## src/rtl/serial_subtractor_pkg.sv

```systemverilog
// Shared types and sizing helpers for the bit-serial subtractor.
package serial_subtractor_pkg;

  // Control states of the serial subtract sequence.
  typedef enum logic [1:0] {
    IDLE = 2'd0,
    RUN  = 2'd1,
    DONE = 2'd2
  } state_e;

  // Width of the bit index for an operand of the given width.
  function automatic int idx_width(input int width);
    return (width < 2) ? 1 : $clog2(width);
  endfunction

  localparam int DEFAULT_WIDTH = 8;
  localparam int DEFAULT_IDX_W = $clog2(DEFAULT_WIDTH);

endpackage

```

## src/rtl/full_subtractor_bit.sv

```systemverilog
// One-bit full subtractor: diff = a - b - borrowin, with borrow out.
module full_subtractor_bit (
  input  logic a,
  input  logic b,
  input  logic borrowin,
  output logic diff,
  output logic borrowout
);

  assign diff      = a ^ b ^ borrowin;
  // Borrow when b exceeds a, or when they are equal and a borrow is pending.
  assign borrowout = (~a & b) | (~(a ^ b) & borrowin);

endmodule

```

## src/rtl/serial_subtractor.sv

```systemverilog
// Bit-serial two's-complement subtractor: difference = a - b, LSB first,
// one bit per clock, with a start/done handshake.
module serial_subtractor
  import serial_subtractor_pkg::*;
#(
  parameter int WIDTH = DEFAULT_WIDTH
) (
  input  logic             clk,
  input  logic             reset_n,
  input  logic             start,
  input  logic [WIDTH-1:0] a,
  input  logic [WIDTH-1:0] b,
  output logic             busy,
  output logic             done,
  output logic [WIDTH-1:0] difference,
  output logic             borrowout,
  output logic             overflow
);

  localparam int IDX_W = idx_width(WIDTH);
  localparam logic [IDX_W-1:0] LAST_IDX = IDX_W'(WIDTH - 1);

  state_e           state_q, state_d;
  logic [IDX_W-1:0] idx_q, idx_d;
  logic [WIDTH-1:0] a_sh_q, a_sh_d;
  logic [WIDTH-1:0] b_sh_q, b_sh_d;
  logic [WIDTH-1:0] res_q, res_d;
  logic             br_q, br_d;
  logic             bo_q, bo_d;
  logic             ov_q, ov_d;

  logic accept;
  logic last_bit;
  logic di;
  logic br_next;

  // Single shared bit slice operating on the operand LSBs.
  full_subtractor_bit u_bit (
    .a        (a_sh_q[0]),
    .b        (b_sh_q[0]),
    .borrowin (br_q),
    .diff     (di),
    .borrowout(br_next)
  );

  assign accept   = start && ((state_q == IDLE) || (state_q == DONE));
  assign last_bit = (state_q == RUN) && (idx_q == LAST_IDX);

  // Next-state logic: accept from IDLE/DONE, run WIDTH bits, pulse DONE.
  always_comb begin
    state_d = state_q;
    unique case (state_q)
      IDLE:    if (start) state_d = RUN;
      RUN:     if (idx_q == LAST_IDX) state_d = DONE;
      DONE:    state_d = start ? RUN : IDLE;
      default: state_d = IDLE;
    endcase
  end

  // State register.
  always_ff @(posedge clk or negedge reset_n) begin
    if (!reset_n) state_q <= IDLE;
    else          state_q <= state_d;
  end

  // Datapath next values: load on accept, shift one bit per RUN cycle.
  always_comb begin
    idx_d  = idx_q;
    a_sh_d = a_sh_q;
    b_sh_d = b_sh_q;
    res_d  = res_q;
    br_d   = br_q;
    bo_d   = bo_q;
    ov_d   = ov_q;
    if (accept) begin
      idx_d  = '0;
      a_sh_d = a;
      b_sh_d = b;
      res_d  = '0;
      br_d   = 1'b0;
      bo_d   = 1'b0;
      ov_d   = 1'b0;
    end else if (state_q == RUN) begin
      idx_d  = idx_q + 1'b1;
      a_sh_d = {1'b0, a_sh_q[WIDTH-1:1]};
      b_sh_d = {1'b0, b_sh_q[WIDTH-1:1]};
      res_d  = {di, res_q[WIDTH-1:1]};
      br_d   = br_next;
      if (last_bit) begin
        // On the last bit the shift-register LSBs are the original operand MSBs.
        bo_d = br_next;
        ov_d = (a_sh_q[0] != b_sh_q[0]) && (di != a_sh_q[0]);
      end
    end
  end

  // Datapath registers; reset clears any partial result.
  always_ff @(posedge clk or negedge reset_n) begin
    if (!reset_n) begin
      idx_q  <= '0;
      a_sh_q <= '0;
      b_sh_q <= '0;
      res_q  <= '0;
      br_q   <= 1'b0;
      bo_q   <= 1'b0;
      ov_q   <= 1'b0;
    end else begin
      idx_q  <= idx_d;
      a_sh_q <= a_sh_d;
      b_sh_q <= b_sh_d;
      res_q  <= res_d;
      br_q   <= br_d;
      bo_q   <= bo_d;
      ov_q   <= ov_d;
    end
  end

  assign busy       = (state_q == RUN);
  assign done       = (state_q == DONE);
  assign difference = res_q;
  assign borrowout  = bo_q;
  assign overflow   = ov_q;

endmodule

```

## config.mk

```make
export PLATFORM = sky130hd
export DESIGN_NAME = serial_subtractor
export DESIGN_NICKNAME = d
export VERILOG_FILES = /design/src/rtl/serial_subtractor_pkg.sv /design/src/rtl/full_subtractor_bit.sv /design/src/rtl/serial_subtractor.sv
export SDC_FILE = /design/constraint.sdc
export NUM_CORES = 1
export LEC_CHECK = 0
export CAP_MARGIN = 10
export CORE_ASPECT_RATIO = 1.75
export CORE_MARGIN = 2
export CORE_UTILIZATION = 45
export DETAILED_ROUTE_END_ITERATION = 8
export HOLD_SLACK_MARGIN = 0.12
export PLACE_DENSITY = 0.79
export SLEW_MARGIN = 25
export SYNTH_ARGS = -nofsm -noshare
export SYNTH_HDL_FRONTEND = slang
export SYNTH_SLANG_ARGS = --single-unit
```

## constraint.sdc

```tcl
create_clock -name clk -period 1.7 [get_ports clk]
set_clock_uncertainty 0.05 [all_clocks]
set_input_delay 0.255 -clock clk [delete_from_list [all_inputs] [get_ports clk]]
set_output_delay 0.255 -clock clk [all_outputs]
set_load 0.01 [all_outputs]
```

==> impl_metrics.env <==
export IMPL_routed_wl_mm=2.93
export IMPL_cp_cell_sequence="clkdlybuf4s50_1"
export IMPL_cts_resized=5
export IMPL_first_global_vias=1132
export IMPL_drtAntennaViolNets=0
export IMPL_fin_total_pwr_uw=3470
export IMPL_drv_slew=0
export IMPL_drt_pass1_iter_count=4
export IMPL_power_density_nw_per_um2=1870
export IMPL_synthMuxAreaShare=0
export IMPL_drtIter0Drc=25
export IMPL_viasPerCell=5.38
export IMPL_crit_fanout=3
export IMPL_avgSynthCellArea_um2=12.1
export IMPL_yosys_area_top_type="dfrtp_1"
export IMPL_wl_per_cell_um=15.0
export IMPL_synth_area_um2=1450
export IMPL_top_usage_layer="met2"
export IMPL_fmax_ghz=0.658
export IMPL_cp_top_family="buffers and inverters"
export IMPL_dieArea_um2=3700
export IMPL_clkTransAtPathRegs_ns=0.06
export IMPL_placementRows=27
export IMPL_cts_tree="done"
export IMPL_final_period_utilization=0.894
export IMPL_root_buffer="clkbuf_8"
export IMPL_synthSimpleGateAreaFrac=0.146
export IMPL_drc=0
export IMPL_area_delta_synth_final_pct=28.1
export IMPL_placed_area_um2=1770
export IMPL_ys_seq_area_frac=0.554
export IMPL_fillers=273
export IMPL_die_y_um=79
export IMPL_leakage_uw=0.000834
export IMPL_diodes=0
export IMPL_dp_hpwl_mm=2.01
export IMPL_hp_class="in -> async"
export IMPL_grt_pass1_wl_mm=5.01
export IMPL_syn_num_nets=143
export IMPL_hold_viol=0
export IMPL_use_met2=0.286
export IMPL_slew_headroom=0.741
export IMPL_drv_cap=0
export IMPL_core_area_um2=3110
export IMPL_setup_violations_final=0
export IMPL_io_buffers=30
export IMPL_ir_drop_mv=1.07
export IMPL_finalSetupTns_ns=0
export IMPL_overflow=0
export IMPL_synth_distinct_cells=29
export IMPL_finalWeightedCongestion=0.774
export IMPL_antenna_found_initial=0
export IMPL_clk_insertion_delay_late_ns=0.28
export IMPL_synth_warnings=0
export IMPL_grt_use_met1=0.238
export IMPL_synth_compound_area_frac=0.182
export IMPL_grt_max_degree=33
export IMPL_cts_buffers=5
export IMPL_status="completed"
export IMPL_cts_sinks=32
export IMPL_design_area_um2=1850
export IMPL_dp_slack_ns=0.0527
export IMPL_worst_slack_ns=0.180
export IMPL_synth_top_family_by_area="compound AO/OA/AOI/OAI gates"
export IMPL_synthCells=120
export IMPL_clockBufferDepth=2
export IMPL_path_class="reg -> out"
export IMPL_cp_data_required_time_ns=1.39
export IMPL_critical_path_max_stage_delay_ns=0.55
export IMPL_fp_dieW_um=46.9
export IMPL_grt_util_met3=0.0477
export IMPL_worstSetupEndpointType="primary output"
export IMPL_synth_adder_area_share=0.0398
export IMPL_drive_above_1_share=0.150
export IMPL_grt_usage=0.191
export IMPL_slowest_stage="clkdlybuf4s50_1"
export IMPL_critPathBufInv=1
export IMPL_period_needed_ns=1.52
export IMPL_synth_area_top_cells="dfrtp_1, a22o_1, a22oi_1"
export IMPL_start_kind="flop"
export IMPL_io_pins=31
export IMPL_synth_xor_area_frac=0.00606
export IMPL_h_tree_depth=2
export IMPL_post_cts_buffers=0
export IMPL_ys_ff_latch=32
export IMPL_final_nets=176
export IMPL_cts_hold_buf=0
export IMPL_vias=1055
export IMPL_yosys_area_top_type_share=0.554
export IMPL_critPathArrivalTime_ns=1.21
export IMPL_worstMarginPinSlew_ns=0.388
export IMPL_rsz0062_at_grt="false"
export IMPL_initial_core_util=0.465
==> routing by layer <==
metal  part of all wire  wire [um]
met5                  0          0
met4              0.026         75
met3              0.038        112
met2               0.52       1520
met1               0.42       1230
==> kinds of logic (layout without fill, tap and decap cells) <==
group | count (synthesis) | after routing
buf+inv | 12 | 45
simple gates | 40 | 40
fa+ha+maj | 4 | 4
xor+xnor | 1 | 1
flops | 32 | 32
compound gates | 31 | 31
==> cell usage in the layout, fill, tap and decap left out, types with 2 or more instances in the layout <==
| master | n |
|---|---|
| a22o_1 | 12 |
| a22oi_1 | 10 |
| a31oi_2 | 3 |
| buf_4 | 4 |
| clkbuf_8 | 5 |
| clkdlybuf4s50_1 | 28 |
| dfrtp_1 | 31 |
| dlygate4sd2_1 | 2 |
| ha_1 | 3 |
| inv_1 | 2 |
| nand2_1 | 14 |
| nand2_2 | 3 |
| nand3_1 | 12 |
| nor2_1 | 3 |
| o21ai_0 | 2 |
==> worst paths after layout <==
kind                                from             to  slack, ns  cells past startpoint
max in group asynchronous        reset_n     state_q[0]       0.98                      2
max reg2reg                   state_q[1]      a_sh_q[0]       0.25                      5
min in group clk               a_sh_q[6]      a_sh_q[6]       0.45                      2
min reg2reg                    a_sh_q[6]      a_sh_q[6]       0.45                      2
min                              reset_n      b_sh_q[7]       0.31                      2
max                        difference[6]  difference[6]       0.18                      1
==> Yosys cell counts <==
cell and number:
nand3_1 12, a31oi_2 3, buf_4 3, nand2_1 14
buf_6 3, nand3b_1 1, o21ai_0 2, ha_1 3
nor2_1 3, a22oi_1 10, dfrtp_1 32, nand2b_1 2
and2b_1 1, nor2b_1 1, o31ai_1 1, xor2_1 1
buf_8 1, a21oi_2 1, buf_2 2, nand2_2 3
nand3_2 1, a22o_1 12, inv_12 1, o2bb2ai_1 1
a221o_1 1, inv_1 2, nor2_8 1, fa_1 1
nor3_1 1
==> stage by stage <==
step | utilization | hold WS (ns) | cells
after floorplan | - | -0.0906 | 120
after global placement | 0.569 | 0.432 | 189
after detailed placement | 0.569 | 0.438 | 189
after CTS | 0.596 | 0.318 | 196
after global routing | 0.596 | 0.357 | 196
final | 0.596 | 0.308 | 196
==> final cells by class <==
class,instances,area [um2],area share
inverter,3,23.8,0.0128
timing repair buffer,35,348,0.188
clock buffer,6,72.6,0.0392
tap,43,53.8,0.0290
clock inverter,1,5.00,0.00270
multi-input combinational,76,548,0.296
sequential,32,802,0.433
==> flip-flops by register name, summed over array words and instances (netlist names) <==
signal      count
state_q         2
difference      8
borrowout       1
b_sh_q          8
overflow        1
a_sh_q          8
idx_q           3
br_q            1
==> report_power, final <==
group / switching (uW) / internal, uW / leakage [uW] / total (uW)
clock: 267 / 278 / 0.0000410 / 545
combinational: 784 / 781 / 0.000388 / 1560
sequential: 245 / 1120 / 0.000405 / 1360
total: 1300 / 2180 / 0.000834 / 3470
Power figures use the tool's default switching activity.
